--- src/rtl/time_set_pkg.sv ---
`default_nettype none
// ============================================================================
//  Module   : time_set_pkg
//  Purpose  : Shared types and constants for the front-panel time-setting
//             controller: FSM state encoding, clock-core field addresses and
//             per-field limits, plus the wrapping increment helper.
//  Revision : 1.0 - initial release
// ============================================================================
package time_set_pkg;

    typedef enum logic [1:0] {
        RUN    = 2'd0,
        EDIT_H = 2'd1,
        EDIT_M = 2'd2,
        EDIT_S = 2'd3
    } state_e;

    localparam logic [1:0] ADDR_SEC = 2'b00;
    localparam logic [1:0] ADDR_MIN = 2'b01;
    localparam logic [1:0] ADDR_HRS = 2'b10;

    localparam logic [5:0] MAX_HRS     = 6'd23;
    localparam logic [5:0] MAX_MIN_SEC = 6'd59;

    // Step a field value, returning to zero once the field maximum is passed.
    // ">=" also recovers from any out-of-range value.
    function automatic logic [5:0] wrap_inc(input logic [5:0] value, input logic [5:0] max_val);
        return (value >= max_val) ? 6'd0 : value + 6'd1;
    endfunction

endpackage
`default_nettype wire

--- src/rtl/time_set_ctrl_if.sv ---
`default_nettype none
// ============================================================================
//  Module   : time_set_ctrl_if
//  Purpose  : Front-panel buttons plus the load/addrs/data_in bus toward the
//             clock core, and the display-override signals.
//  Signals  : btn_mode, btn_inc   raw active-high buttons (asynchronous)
//             load                one-cycle write strobe
//             addrs[1:0]          field select (00 sec, 01 min, 10 hrs)
//             data_in[5:0]        value written on load
//             editing             high while a field is being edited
//             edit_value[5:0]     value currently being edited
//  Modports : master - the controller (drives the bus, reads the buttons)
//             slave  - panel / clock-core side
//  Revision : 1.0 - initial release
// ============================================================================
interface time_set_ctrl_if;
    logic       btn_mode;
    logic       btn_inc;
    logic       load;
    logic [1:0] addrs;
    logic [5:0] data_in;
    logic       editing;
    logic [5:0] edit_value;

    modport master (
        input  btn_mode, btn_inc,
        output load, addrs, data_in, editing, edit_value
    );

    modport slave (
        output btn_mode, btn_inc,
        input  load, addrs, data_in, editing, edit_value
    );
endinterface
`default_nettype wire

--- src/rtl/time_set_ctrl_btn_debounce.sv ---
`default_nettype none
// ============================================================================
//  Module   : btn_debounce
//  Purpose  : Two-flop synchronizer followed by a stable-level debouncer.
//             The debounced level only changes after the synchronized input
//             has differed from it for DEBOUNCE_CYCLES consecutive cycles.
//             o_press pulses for one cycle on each accepted 0->1 change.
//  Ports    : clk, reset (async, active-high), i_btn (raw button),
//             o_level (debounced level), o_press (one-cycle press pulse)
//  Revision : 1.0 - initial release
// ============================================================================
module btn_debounce #(
    parameter int unsigned DEBOUNCE_CYCLES = 500_000
) (
    input  wire logic clk,
    input  wire logic reset,
    input  wire logic i_btn,
    output logic      o_level,
    output logic      o_press
);

    localparam int unsigned c_CNT_W = (DEBOUNCE_CYCLES > 1) ? $clog2(DEBOUNCE_CYCLES) : 1;
    localparam logic [c_CNT_W-1:0] c_CNT_LAST = c_CNT_W'(DEBOUNCE_CYCLES - 1);

    logic [1:0]         r_sync;
    logic [c_CNT_W-1:0] r_cnt;
    logic               r_level;
    logic               r_press;

    always_ff @(posedge clk or posedge reset) begin
        if (reset) begin
            r_sync  <= 2'b00;
            r_cnt   <= '0;
            r_level <= 1'b0;
            r_press <= 1'b0;
        end else begin
            r_sync  <= {r_sync[0], i_btn};
            r_press <= 1'b0;
            // Any cycle where the input agrees with the accepted level
            // restarts the stability count, so glitches are discarded.
            if (r_sync[1] != r_level) begin
                if (r_cnt == c_CNT_LAST) begin
                    r_level <= r_sync[1];
                    r_press <= r_sync[1];
                    r_cnt   <= '0;
                end else begin
                    r_cnt <= r_cnt + 1'b1;
                end
            end else begin
                r_cnt <= '0;
            end
        end
    end

    assign o_level = r_level;
    assign o_press = r_press;

endmodule
`default_nettype wire

--- src/rtl/time_set_ctrl.sv ---
`default_nettype none
// ============================================================================
//  Module   : time_set_ctrl
//  Purpose  : Front-panel time-setting controller. Debounces MODE and INC,
//             steps RUN -> EDIT_H -> EDIT_M -> EDIT_S -> RUN on MODE presses,
//             edits the current field with INC (wrapping at 23 / 59) and
//             issues a one-cycle load of the edited value on each confirm.
//  Ports    : clk, reset (async, active-high), bus (time_set_ctrl_if.master)
//  Options  : AUTO_REPEAT_EN - holding INC auto-increments after REPEAT_DELAY
//             cycles, then every REPEAT_PERIOD cycles.
//  Revision : 1.0 - initial release
// ============================================================================
module time_set_ctrl
    import time_set_pkg::*;
#(
    parameter int unsigned DEBOUNCE_CYCLES = 500_000,
    parameter int unsigned REPEAT_DELAY    = 25_000_000,
    parameter int unsigned REPEAT_PERIOD   = 5_000_000
) (
    input  wire logic        clk,
    input  wire logic        reset,
    time_set_ctrl_if.master  bus
);

    localparam logic [1:0] c_ST_RUN    = RUN;
    localparam logic [1:0] c_ST_EDIT_H = EDIT_H;
    localparam logic [1:0] c_ST_EDIT_M = EDIT_M;
    localparam logic [1:0] c_ST_EDIT_S = EDIT_S;

    logic       w_mode_press;
    logic       w_inc_press;
    logic       w_inc_evt;

    logic [1:0] r_state;
    logic [5:0] r_edit_value;
    logic       r_load;
    logic [1:0] r_addrs;
    logic [5:0] r_data_in;

    logic [1:0] w_field_addr;
    logic [5:0] w_field_max;
    logic [1:0] w_next_state;

    btn_debounce #(.DEBOUNCE_CYCLES(DEBOUNCE_CYCLES)) u_deb_mode (
        .clk     (clk),
        .reset   (reset),
        .i_btn   (bus.btn_mode),
        .o_level (),
        .o_press (w_mode_press)
    );

`ifdef AUTO_REPEAT_EN
    logic w_inc_level;
`endif

    btn_debounce #(.DEBOUNCE_CYCLES(DEBOUNCE_CYCLES)) u_deb_inc (
        .clk     (clk),
        .reset   (reset),
        .i_btn   (bus.btn_inc),
`ifdef AUTO_REPEAT_EN
        .o_level (w_inc_level),
`else
        .o_level (),
`endif
        .o_press (w_inc_press)
    );

`ifdef AUTO_REPEAT_EN
    localparam int unsigned c_REP_MAX = (REPEAT_DELAY > REPEAT_PERIOD) ? REPEAT_DELAY : REPEAT_PERIOD;
    localparam int unsigned c_REP_W   = (c_REP_MAX > 1) ? $clog2(c_REP_MAX) : 1;
    localparam logic [c_REP_W-1:0] c_DELAY_LAST  = c_REP_W'(REPEAT_DELAY - 1);
    localparam logic [c_REP_W-1:0] c_PERIOD_LAST = c_REP_W'(REPEAT_PERIOD - 1);

    logic [c_REP_W-1:0] r_rep_cnt;
    logic               r_rep_active;   // initial delay has elapsed
    logic               w_rep_hold;
    logic               w_rep_due;

    // The press cycle itself counts as the first held cycle, hence the
    // counter restarting at 1 on a press.
    assign w_rep_hold = w_inc_level && (r_state != c_ST_RUN) && !w_mode_press;
    assign w_rep_due  = r_rep_active ? (r_rep_cnt == c_PERIOD_LAST) : (r_rep_cnt == c_DELAY_LAST);
    assign w_inc_evt  = w_inc_press || (w_rep_hold && w_rep_due);

    always_ff @(posedge clk or posedge reset) begin
        if (reset) begin
            r_rep_cnt    <= '0;
            r_rep_active <= 1'b0;
        end else if (!w_rep_hold) begin
            r_rep_cnt    <= '0;
            r_rep_active <= 1'b0;
        end else if (w_inc_press) begin
            r_rep_cnt    <= c_REP_W'(1);
            r_rep_active <= 1'b0;
        end else if (w_rep_due) begin
            r_rep_cnt    <= '0;
            r_rep_active <= 1'b1;
        end else begin
            r_rep_cnt    <= r_rep_cnt + 1'b1;
        end
    end
`else
    assign w_inc_evt = w_inc_press;
`endif

    always_comb begin
        w_field_addr = ADDR_HRS;
        w_field_max  = MAX_HRS;
        w_next_state = c_ST_EDIT_M;
        case (r_state)
            c_ST_EDIT_M: begin
                w_field_addr = ADDR_MIN;
                w_field_max  = MAX_MIN_SEC;
                w_next_state = c_ST_EDIT_S;
            end
            c_ST_EDIT_S: begin
                w_field_addr = ADDR_SEC;
                w_field_max  = MAX_MIN_SEC;
                w_next_state = c_ST_RUN;
            end
            default: ;
        endcase
    end

    always_ff @(posedge clk or posedge reset) begin
        if (reset) begin
            r_state      <= c_ST_RUN;
            r_edit_value <= 6'd0;
            r_load       <= 1'b0;
            r_addrs      <= ADDR_SEC;
            r_data_in    <= 6'd0;
        end else begin
            r_load <= 1'b0;
            if (r_state == c_ST_RUN) begin
                if (w_mode_press) begin
                    r_state      <= c_ST_EDIT_H;
                    r_edit_value <= 6'd0;
                end
            end else if (w_mode_press) begin
                // MODE has priority: a coincident INC is dropped.
                r_load       <= 1'b1;
                r_addrs      <= w_field_addr;
                r_data_in    <= r_edit_value;
                r_edit_value <= 6'd0;
                r_state      <= w_next_state;
            end else if (w_inc_evt) begin
                r_edit_value <= wrap_inc(r_edit_value, w_field_max);
            end
        end
    end

    assign bus.load       = r_load;
    assign bus.addrs      = r_addrs;
    assign bus.data_in    = r_data_in;
    assign bus.editing    = (r_state != c_ST_RUN);
    assign bus.edit_value = r_edit_value;

endmodule
`default_nettype wire

--- src/flat_wrapper.sv ---
// flat-port wrapper written by rule: the top's interface ports become plain ports
module time_set_ctrl_flat import time_set_pkg::*;
#(
    parameter int unsigned DEBOUNCE_CYCLES = 500_000,
    parameter int unsigned REPEAT_DELAY    = 25_000_000,
    parameter int unsigned REPEAT_PERIOD   = 5_000_000
)
  (clk, reset, bus_btn_mode, bus_btn_inc, bus_load, bus_addrs, bus_data_in, bus_editing, bus_edit_value);
  time_set_ctrl_if bus_i ();
  input  wire logic clk;
  input  wire logic reset;
  input wire logic [$bits(bus_i.btn_mode)-1:0] bus_btn_mode;
  input wire logic [$bits(bus_i.btn_inc)-1:0] bus_btn_inc;
  output wire logic [$bits(bus_i.load)-1:0] bus_load;
  output wire logic [$bits(bus_i.addrs)-1:0] bus_addrs;
  output wire logic [$bits(bus_i.data_in)-1:0] bus_data_in;
  output wire logic [$bits(bus_i.editing)-1:0] bus_editing;
  output wire logic [$bits(bus_i.edit_value)-1:0] bus_edit_value;
  assign bus_i.btn_mode = bus_btn_mode;
  assign bus_i.btn_inc = bus_btn_inc;
  assign bus_load = bus_i.load;
  assign bus_addrs = bus_i.addrs;
  assign bus_data_in = bus_i.data_in;
  assign bus_editing = bus_i.editing;
  assign bus_edit_value = bus_i.edit_value;
  time_set_ctrl #(.DEBOUNCE_CYCLES(DEBOUNCE_CYCLES), .REPEAT_DELAY(REPEAT_DELAY), .REPEAT_PERIOD(REPEAT_PERIOD)) u_core (.clk(clk), .reset(reset), .bus(bus_i));
endmodule
--- config.mk ---
export PLATFORM = sky130hd
export DESIGN_NAME = time_set_ctrl_flat
export DESIGN_NICKNAME = d
export VERILOG_FILES = /design/src/rtl/time_set_pkg.sv /design/src/rtl/time_set_ctrl_if.sv /design/src/rtl/time_set_ctrl_btn_debounce.sv /design/src/rtl/time_set_ctrl.sv /design/src/flat_wrapper.sv
export SDC_FILE = /design/constraint.sdc
export NUM_CORES = 1
export LEC_CHECK = 0
export BUFFER_PORTS_ARGS = -buffer_cell sky130_fd_sc_hd__clkbuf_2
export CAP_MARGIN = 15
export CORE_MARGIN = 2
export CORE_UTILIZATION = 54
export CTS_CLUSTER_SIZE = 8
export DETAILED_ROUTE_END_ITERATION = 7
export GPL_TIMING_DRIVEN = 0
export HOLD_SLACK_MARGIN = 0.03
export PLACE_DENSITY = 0.72
export SLEW_MARGIN = 20
export SYNTH_ARGS = -nofsm -noshare
export SYNTH_HDL_FRONTEND = slang
export SYNTH_SLANG_ARGS = --single-unit
--- constraint.sdc ---
create_clock -name clk -period 2.3 [get_ports clk]
set_clock_uncertainty 0.05 [all_clocks]
set_input_delay 0.46 -clock clk [delete_from_list [all_inputs] [get_ports clk]]
set_output_delay 0.46 -clock clk [all_outputs]
set_load 0.005 [all_outputs]
==> summary by stage, run 1 <==
GRT
The initial antenna violation count is 0. Across every metal layer, demand over resource in global routing totals 20.4%. The number of global-route vias before repair is 2191. The leftover overflow at the end of global routing is 0.

The first global-routing pass estimated 10000 um of wire. Entering global routing, the biggest net connects 45 pins.

Critical path
The critical path ends at u_core.bus.edit_value[0]. The signal on the critical path passes through ha_1, or2_4, ha_4, a211oi_2, o311ai_2, buf_4, nor2_1, mux2_2. The sort of element at the start of the critical path is a register. The setup slack of the worst register-to-register path is 70 ps. The slowest cell on the critical path is sky130_fd_sc_hd__dfrtp_1. Counting cells, the worst reg-to-reg path comes to 8. The nature of the critical path endpoint is a register. The data required time at the worst endpoint is 2460 ps. The launch point of the worst reg-to-reg path is u_core.r_state[0]. The end of the worst register-to-register path is u_core.bus.edit_value[0]. The highest cell delay on the worst timing path is 410 ps. For the worst setup path, the data arrival time is 2390 ps.

The worst setup path is of the register to register kind. The largest fanout of any net on the critical path is 7. The launch point of the critical path is u_core.r_state[0].

STA
The number of slew-limit violations in the final report was 0. Setup violations remaining at the end of the flow were counted as 0. Derived from the worst setup path, the maximum achievable clock frequency is 448 MHz.

Setup repair after global routing could not meet its margin everywhere. The number of hold violations in the final report is 0. The slew at the pin closest to its max-slew limit is 508 ps. The post-route clock period utilization is 97.0%.

In this run the tightest slew margin relative to its limit is 66.1%. The final critical delay including setup and external delays is 2230 ps. The worst path meets setup with 68.4 ps of slack.

Clocking
The clock transition at the registers of the reported paths is 60 ps. The worst-skew pair later-pin latency is 330 ps. In this run the number of H-tree levels came out at 3. The CTS tree is built.

In this run, CTS created clock tree buffers numbering 9. The clock passes through at most 2 buffers. The number of sinks on the clock net is 63.

The cell chosen for the clock root is sky130_fd_sc_hd__clkbuf_8.

Die
The top-level I/O count is 20. The area of the placeable core is 0.00547 sq mm. The floorplan has 27 rows. The chip height is 79.1 um. The effective utilization at floorplan is 55.7%.

The overall die area is 0.00626 sq mm. The die is 79.1 um wide.

Cells and area
The number of antenna diodes in the final layout is 0. The count of filler cells inserted in the layout is 439. The fraction of layout instances using a drive strength above 1 is 20.9%. The area taken by multi-input logic gates is 0.00143 sq mm. From synthesis to final layout, the design area changed by 15.1%. The final instance area is 0.00351 sq mm. Across the whole layout, storage elements account for 0.00158 sq mm. The number of nets at the end of the flow is 333.

Route
In this run the remaining antenna-violating nets after routing total 0. The final layout contains routed wiring with a total length of 5610 um. The average detailed-routed wire length per instance is 14.1 um. The pre-antenna-repair detailed-routing pass consisted of 4 iterations. Using the TritonRoute via totals, the vias-per-cell ratio works out to 5.60.

The post-detailed-route DRC marker count is 0. The routed layout has 2223 vias. For this block, the initial DRC count from the detailed router was 168.

Power and ir drop
The share of total power dissipated in sequential elements is 53.1%. The total power is 2.13 mW. For this design the static power due to leakage is 1.55 nW.

The analysis attributes to net switching a power of 444 uW. The share of total power dissipated in the clock network is 43.9%. The net switching share of the total power is 20.8%. The internal power summed over all cells is 1.69 mW. The largest voltage drop on the vdd net is 0.000423 V. In this run the power density over the cells is 608 mW/mm^2. The share of total power dissipated in combinational logic is 3.0%.

Logic synthesis
The share of the synthesized area in the top cell type is 51.7%. The number of library cell types mapped by synthesis is 46. The post-synthesis area per instance is 10.6 sq um.

By area the synthesized netlist is led by sky130_fd_sc_hd__dfrtp_1 (52%), sky130_fd_sc_hd__xor2_1 (4.3%), sky130_fd_sc_hd__nor2_1 (3.7%). The number of instances in the synthesized netlist is 288. The number of flops mapped to enable cells by yosys is 0. The proportion of synthesized flip-flops having asynchronous set or reset is 100%. Summing every instance area after synthesis gives 0.00305 sq mm. The number of nets handed over by synthesis was 300. The synthesis-stage register bit count is 63. The biggest area contributor in the post-synthesis netlist is sky130_fd_sc_hd__dfrtp_1. The dominant synthesized flop cell is sky130_fd_sc_hd__dfrtp_1. The Yosys step of the flow raised 0 warnings. Of the synthesized area, sequential elements account for 51.7%.

Placed design
At the end of routability-driven placement, the weighted congestion stood at 0.848. The detailed placement HPWL is 3890 um. OpenSTA, run right after detailed placement, puts the worst setup slack at -202 ps. The count of buffers added on input and output ports is 19. The cell area after placement is 0.00326 sq mm.

Run status
The flow ran to the end, and the final reports show no timing, DRC or antenna violations.

Flow run
The number of max-cap violations is 0.

Min path
The min-delay analysis places its worst path in the category input port to register.
-- through the flow --
stage / cells / setup TNS, ps / hold slack [ps] / util (%)
2_1_floorplan: 288 / 0 / 281 / -
3_3_place_gp: 379 / -31750 / 299 / 59.1
3_5_place_dp: 380 / -1030 / 287 / 59.5
4_1_cts: 397 / 0 / 166 / 63.9
5_1_grt: 397 / -14.1 / 155 / 64.1
6_report: 397 / 0 / 184 / 64.1
-- worst min-delay path by stage --
stage | start | to | slack, ps | cells after the start
2_1_floorplan | u_core.u_deb_inc.r_sync[0] | u_core.u_deb_inc.r_sync[1] | 280 | 0
3_3_place_gp | u_core.u_deb_mode.r_sync[0] | u_core.u_deb_mode.r_sync[1] | 300 | 0
3_5_place_dp | u_core.u_deb_mode.r_sync[0] | u_core.u_deb_mode.r_sync[1] | 290 | 0
4_1_cts | bus_btn_mode | u_core.u_deb_mode.r_sync[0] | 170 | 1
5_1_grt | bus_btn_mode | u_core.u_deb_mode.r_sync[0] | 150 | 1
6_report | bus_btn_mode | u_core.u_deb_mode.r_sync[0] | 180 | 1
-- critical path: cells and delay by family, from the launching register on --
family,cells,cell delay (ps)
AOI/OAI and AO/OA,2,330
adders and majority gates,2,500
DFF,1,410
and+or+nand+nor,2,350
muxes,1,290
buffers and inverters,1,190
-- Yosys cell counts (2+ instances only) --
cell	n
sky130_fd_sc_hd__xor2_1	15
sky130_fd_sc_hd__nor4b_1	3
sky130_fd_sc_hd__o21ai_0	11
sky130_fd_sc_hd__or4_1	2
sky130_fd_sc_hd__nor2_1	30
sky130_fd_sc_hd__or2_2	2
sky130_fd_sc_hd__o31ai_1	3
sky130_fd_sc_hd__a211o_1	3
sky130_fd_sc_hd__a21oi_1	12
sky130_fd_sc_hd__nand4_1	9
sky130_fd_sc_hd__a22o_1	2
sky130_fd_sc_hd__xnor2_1	11
sky130_fd_sc_hd__buf_2	2
sky130_fd_sc_hd__ha_1	8
sky130_fd_sc_hd__nor3_1	5
sky130_fd_sc_hd__and2_1	4
sky130_fd_sc_hd__and3_1	4
sky130_fd_sc_hd__nand2_1	21
sky130_fd_sc_hd__mux2_2	9
sky130_fd_sc_hd__inv_1	10
sky130_fd_sc_hd__nand3_1	14
sky130_fd_sc_hd__nor3b_1	3
sky130_fd_sc_hd__or3_1	8
sky130_fd_sc_hd__clkbuf_1	3
sky130_fd_sc_hd__and4_1	4
sky130_fd_sc_hd__dfrtp_1	63
sky130_fd_sc_hd__nor4_1	8
-- logic make-up (layout without fill, tap and decap cells) --
logic type               Yosys count  after routing  synth area share (%)
AO/OA/AOI/OAI                     38             38                  8.46
XOR/XNOR                          26             26                  7.47
adder cells (fa/ha/maj)            8              8                  3.28
buffers and inverters             17             54                  2.55
flip-flops                        63             63                  51.7
multiplexers                       9              9                  3.33
AND/OR/NAND/NOR                  127            127                  23.2
-- sequential cells by signal, indices dropped and copies added, names as in the netlist --
name	flops
u_core.bus.edit_value	6
u_core.u_deb_inc.o_level	1
u_core.u_deb_inc.r_sync	2
u_core.u_deb_mode.o_press	1
u_core.r_state	2
u_core.u_deb_mode.o_level	1
u_core.bus.addrs	2
u_core.bus.data_in	6
u_core.u_deb_inc.o_press	1
u_core.bus.load	1
u_core.u_deb_inc.r_cnt	19
u_core.u_deb_mode.r_cnt	19
u_core.u_deb_mode.r_sync	2
-- routing by layer --
layer	global-route usage, %	wire [um]
met1	25.7	2510
met2	33.4	2870
met3	7.05	175
met4	6.21	53
met5	0	0
-- placed cells by master (no fill, tap or decap), types with 3 or more instances in the layout --
master / instances
sky130_fd_sc_hd__dfrtp_1: 63
sky130_fd_sc_hd__nor2_1: 30
sky130_fd_sc_hd__nand2_1: 21
sky130_fd_sc_hd__clkbuf_2: 19
sky130_fd_sc_hd__xor2_1: 15
sky130_fd_sc_hd__nand3_1: 14
sky130_fd_sc_hd__a21oi_1: 12
sky130_fd_sc_hd__xnor2_1: 11
sky130_fd_sc_hd__o21ai_0: 11
sky130_fd_sc_hd__clkbuf_8: 11
sky130_fd_sc_hd__mux2_2: 9
sky130_fd_sc_hd__nand4_1: 9
sky130_fd_sc_hd__inv_1: 8
sky130_fd_sc_hd__nor4_1: 8
sky130_fd_sc_hd__or3_1: 8
sky130_fd_sc_hd__ha_1: 6
sky130_fd_sc_hd__nor3_1: 5
sky130_fd_sc_hd__and4_1: 4
sky130_fd_sc_hd__and3_1: 4
sky130_fd_sc_hd__and2_1: 4
sky130_fd_sc_hd__clkbuf_1: 3
sky130_fd_sc_hd__nor4b_1: 3
sky130_fd_sc_hd__o31ai_1: 3
sky130_fd_sc_hd__a211o_1: 3
sky130_fd_sc_hd__clkinv_2: 3
-- power by group through the flow --
| stage | sequential, mW | combinational (mW) | clock, mW |
|---|---|---|---|
| after floorplan | 1.15 | 0.0441 | 0 |
| after global routing | 1.13 | 0.0758 | 1.02 |
| after detailed placement | 1.15 | 0.0646 | 0 |
| after CTS | 1.13 | 0.0663 | 0.964 |
| final | 1.13 | 0.0644 | 0.936 |
| after global placement | 1.15 | 0.0593 | 0 |
-- repair_timing --
action	in CTS	in global routing
buffers inserted	1	0
hold buffers	1	0
endpoints found under the hold margin	19	0
gates resized for setup	5	3
gates cloned	0	0
pin swaps	1	1
endpoints found under the setup margin	16	14
-- area by class of cell --
type / count / share of cell area [%]
clock buffers: 11 / 4.32
inverters: 10 / 1.14
clock inverters: 4 / 1.28
flip-flops and latches: 63 / 44.9
multi-input cells: 208 / 40.8
repair buffers: 22 / 3.78
plain buffers: 7 / 1.14
well taps: 72 / 2.57
(Power assumes the default switching activity.)
==> inputs of run 2 (changes only) <==
--- a/config.mk
+++ b/config.mk
@@ -7,13 +7,16 @@
 export LEC_CHECK = 0
 export BUFFER_PORTS_ARGS = -buffer_cell sky130_fd_sc_hd__clkbuf_2
 export CAP_MARGIN = 15
+export CELL_PAD_IN_SITES_DETAIL_PLACEMENT = 1
+export CELL_PAD_IN_SITES_GLOBAL_PLACEMENT = 1
 export CORE_MARGIN = 2
-export CORE_UTILIZATION = 54
+export CORE_UTILIZATION = 48
 export CTS_CLUSTER_SIZE = 8
 export DETAILED_ROUTE_END_ITERATION = 7
 export GPL_TIMING_DRIVEN = 0
 export HOLD_SLACK_MARGIN = 0.03
-export PLACE_DENSITY = 0.72
+export PLACE_DENSITY = 0.76
+export REMOVE_ABC_BUFFERS = 1
 export SLEW_MARGIN = 20
 export SYNTH_ARGS = -nofsm -noshare
 export SYNTH_HDL_FRONTEND = slang
==> constraint.sdc (replaced) <==
create_clock -name clk -period 2.5 [get_ports clk]
set_clock_uncertainty 0.05 [all_clocks]
set_input_delay 0.5 -clock clk [delete_from_list [all_inputs] [get_ports clk]]
set_output_delay 0.5 -clock clk [all_outputs]
set_load 0.005 [all_outputs]
==> run 2 against run 1 <==
Sequential power fell by 8%. Setup slack improved by 100 ps. Non-clock buffer count fell by 8. Sequential share of layout area rose by 0.88 points. Hold slack got worse by 100 ps. Critical endpoint unchanged. Maximum frequency fell by 4.3%. Highest routed layer unchanged. Global-route usage rose by 2.0 points. Register-to-register slack improved by 100 ps.
==> summary by stage, run 2 (synthesis results as in run 1) <==
STA
The slew at the pin closest to its max-slew limit came to 819 ps (+311 ps). The number of hold violations in the final report is 0 (unchanged). The worst hold slack after final layout is 80.1 ps (-104 ps).

The setup TNS was 0 ps (unchanged). The number of slew-limit violations in the final report is 0 (unchanged). The setup-violating endpoint count in the final report is 0 (unchanged).

The post-route clock period utilization is 93.3% (-3.8 points). Setup repair after global routing left no endpoint under its margin. The final critical delay including setup and external delays is 2330 ps (+100 ps).

The remaining max-slew budget at the tightest pin is 45.4% (-21 points). The maximum operating frequency is 429 MHz (-4.3%). The final critical-path setup slack is 168 ps (+100 ps).

Placed design
The placed instance count came to 378 (-0.53%). The worst setup slack before clock tree synthesis is -60.5 ps (+142 ps). The detailed placement HPWL came to 4990 um (+28%). The count of buffers from port buffering came to 19 (unchanged). The global placer's final weighted congestion is 0.761 (-10%). The cell area after placement is 0.00323 sq mm (-0.92%).

Clocking
The total CTS buffers came to 9 (unchanged). TritonCTS built the clock tree. The clock transition at the registers of the reported paths was 70 ps (about the same). Clock tree synthesis selected as its root buffer the cell sky130_fd_sc_hd__clkbuf_8. The CTS H-tree depth is 3 (unchanged). The number of buffers on the longest clock path came to 2 (unchanged).

The worst-skew pair later-pin latency is 340 ps (about the same). The number of sinks on the clock net is 63 (unchanged).

Route
The overall via count from detail_route is 2280 (+2.6%). The post-detailed-route DRC marker count was 0 (unchanged). The remaining antenna violation count after routing is 0 (unchanged).

The average detailed-routed wire length per instance is 18.3 um (+29%). The total wire length after detailed routing is 7200 um (+28%). The vias per cell is 5.79 (+3.3%). The detailed-router iteration count before antenna repair is 4 (unchanged).

The number of DRC markers in iteration 0 was 86 (-49%).

Die
The top-level I/O count is 20 (unchanged). The overall die area is 0.00700 sq mm (+12%). The chip height was 83.7 um (+5.8%). The effective utilization at floorplan was 48.8% (-6.9 points).

The horizontal die dimension is 83.7 um (+5.8%). The floorplan row count came to 29 (+7.4%). The area of the placeable core is 0.00624 sq mm (+14%).

Power and ir drop
The internal power summed over all cells is 1.42 mW (-16%). The net switching share of the total power came to 23.3% (+2.5 points). The largest voltage drop on the vdd net is 0.000387 V (-8.5%). The total power density per cell area is 539 mW/mm^2 (-11%). The total power is 1.85 mW (-13%). The sequential share of power came to 56.1% (+3.0 points). The power share of the combinational group was 3.1% (about the same). The static leakage is 1.53 nW (-1.6%). The clock share of power is 40.7% (-3.2 points). The net switching power is 432 uW (-2.7%).

Cells and area
In the layout the commonest cells are sky130_fd_sc_hd__dfrtp_1 (63), sky130_fd_sc_hd__nor2_1 (30), sky130_fd_sc_hd__nand2_1 (21). The final core utilization is 55.1% (-9.0 points). The final instance area is 0.00344 sq mm (-1.9%). The count of filler cells inserted in the layout is 684 (+56%). The layout overhead on the synthesized area is 12.9%.

The number of diodes added for antenna fixing came to 0 (unchanged). The fraction of layout instances using a drive strength above 1 is 19.9% (-1.0 points). The largest registers in the layout are u_core.u_deb_inc.r_cnt x19, u_core.u_deb_mode.r_cnt x19. The filler-free cell count of the finished design is 394 (-0.76%).

The library cell used most frequently in the layout, excluding fill and tap cells, is sky130_fd_sc_hd__dfrtp_1. The number of nets at the end of the flow is 325 (-2.4%).

Min path
The type of the most critical hold path is input port to asynchronous set/reset pin.

GRT
The first-pass GRT wire length came to 12400 um (+24%). The total track usage was 22.4% (+2.0 points). The leftover overflow at the end of global routing is 0 (unchanged). The number of global-route vias before repair is 2525 (+15%). The largest net degree at the start of global routing was 39 (-13%). The initial antenna violation count was 0 (unchanged).

Critical path
The worst setup path is of the register to register kind. The largest fanout of any net on the critical path is 7 (unchanged). The sort of element at the start of the critical path is a register. The data required time at the worst endpoint is 2670 ps (+210 ps).

The worst setup path is captured at a register. The critical path data arrival time was 2500 ps (+110 ps).

Run status
The flow ran to the end, and the final reports show no timing, DRC or antenna violations.

Flow run
The number of max-cap violations is 0 (unchanged).
run 2: power by group through the flow:
stage / clock network [mW] / registers (mW) / logic, mW
2_1_floorplan: 0 / 1.06 / 0.0381
3_3_place_gp: 0 / 1.06 / 0.0533
3_5_place_dp: 0 / 1.06 / 0.0607
4_1_cts: 0.778 / 1.04 / 0.0608
5_1_grt: 0.817 / 1.04 / 0.0665
6_report: 0.755 / 1.04 / 0.0579
run 2: layer usage:
| layer | up-vias | wire (um) | GRT usage [%] |
|---|---|---|---|
| met2 | 18 | 3850 | 38.3 |
| met3 | 8 | 129 | 3.66 |
| li1 | 1084 | - | - |
| met1 | 1170 | 3140 | 28.5 |
| met5 | - | 0 | 0 |
| met4 | 0 | 89 | 9.09 |
run 2: timing repair:
action	in CTS	in global routing
setup endpoints to repair	6	6
resized for setup	1	6
pin swaps	1	2
setup buffers	1	0
hold buffers	0	0
cloned	0	0
run 2: critical path, cell delays in order (launching register included):
cell and delay (ps):
sky130_fd_sc_hd__dfrtp_1 390, sky130_fd_sc_hd__inv_1 100, sky130_fd_sc_hd__ha_1 230, sky130_fd_sc_hd__or2_4 270, sky130_fd_sc_hd__ha_4 290, sky130_fd_sc_hd__a211oi_2 60
sky130_fd_sc_hd__o311ai_2 250, sky130_fd_sc_hd__buf_4 210, sky130_fd_sc_hd__nor2_1 80, sky130_fd_sc_hd__mux2_2 280
run 2: path summary, 6_finish.rpt:
| kind | from | end | slack [ps] | cells past startpoint |
|---|---|---|---|---|
| min in group clk | bus_btn_mode | u_core.u_deb_mode.r_sync[0] | 220 | 1 |
| hold reg to reg | u_core.u_deb_mode.r_sync[0] | u_core.u_deb_mode.r_sync[1] | 300 | 0 |
| hold / removal | reset | u_core.u_deb_mode.r_cnt[1] | 80 | 2 |
| max in group asynchronous | reset | u_core.u_deb_inc.r_cnt[13] | 1810 | 3 |
| setup reg to reg | u_core.r_state[0] | u_core.bus.edit_value[0] | 170 | 9 |
| setup / recovery | u_core.r_state[0] | u_core.bus.edit_value[0] | 170 | 9 |
run 2: final cells by class:
cell class | count | area (sq um) | area share (%)
clock buffer | 11 | 141 | 4.11
timing repair buffer | 21 | 123 | 3.56
inverter | 10 | 40.0 | 1.16
tap | 77 | 96.3 | 2.80
clock inverter | 4 | 22.5 | 0.655
sequential | 63 | 1580 | 45.8
multi-input combinational | 208 | 1440 | 41.9
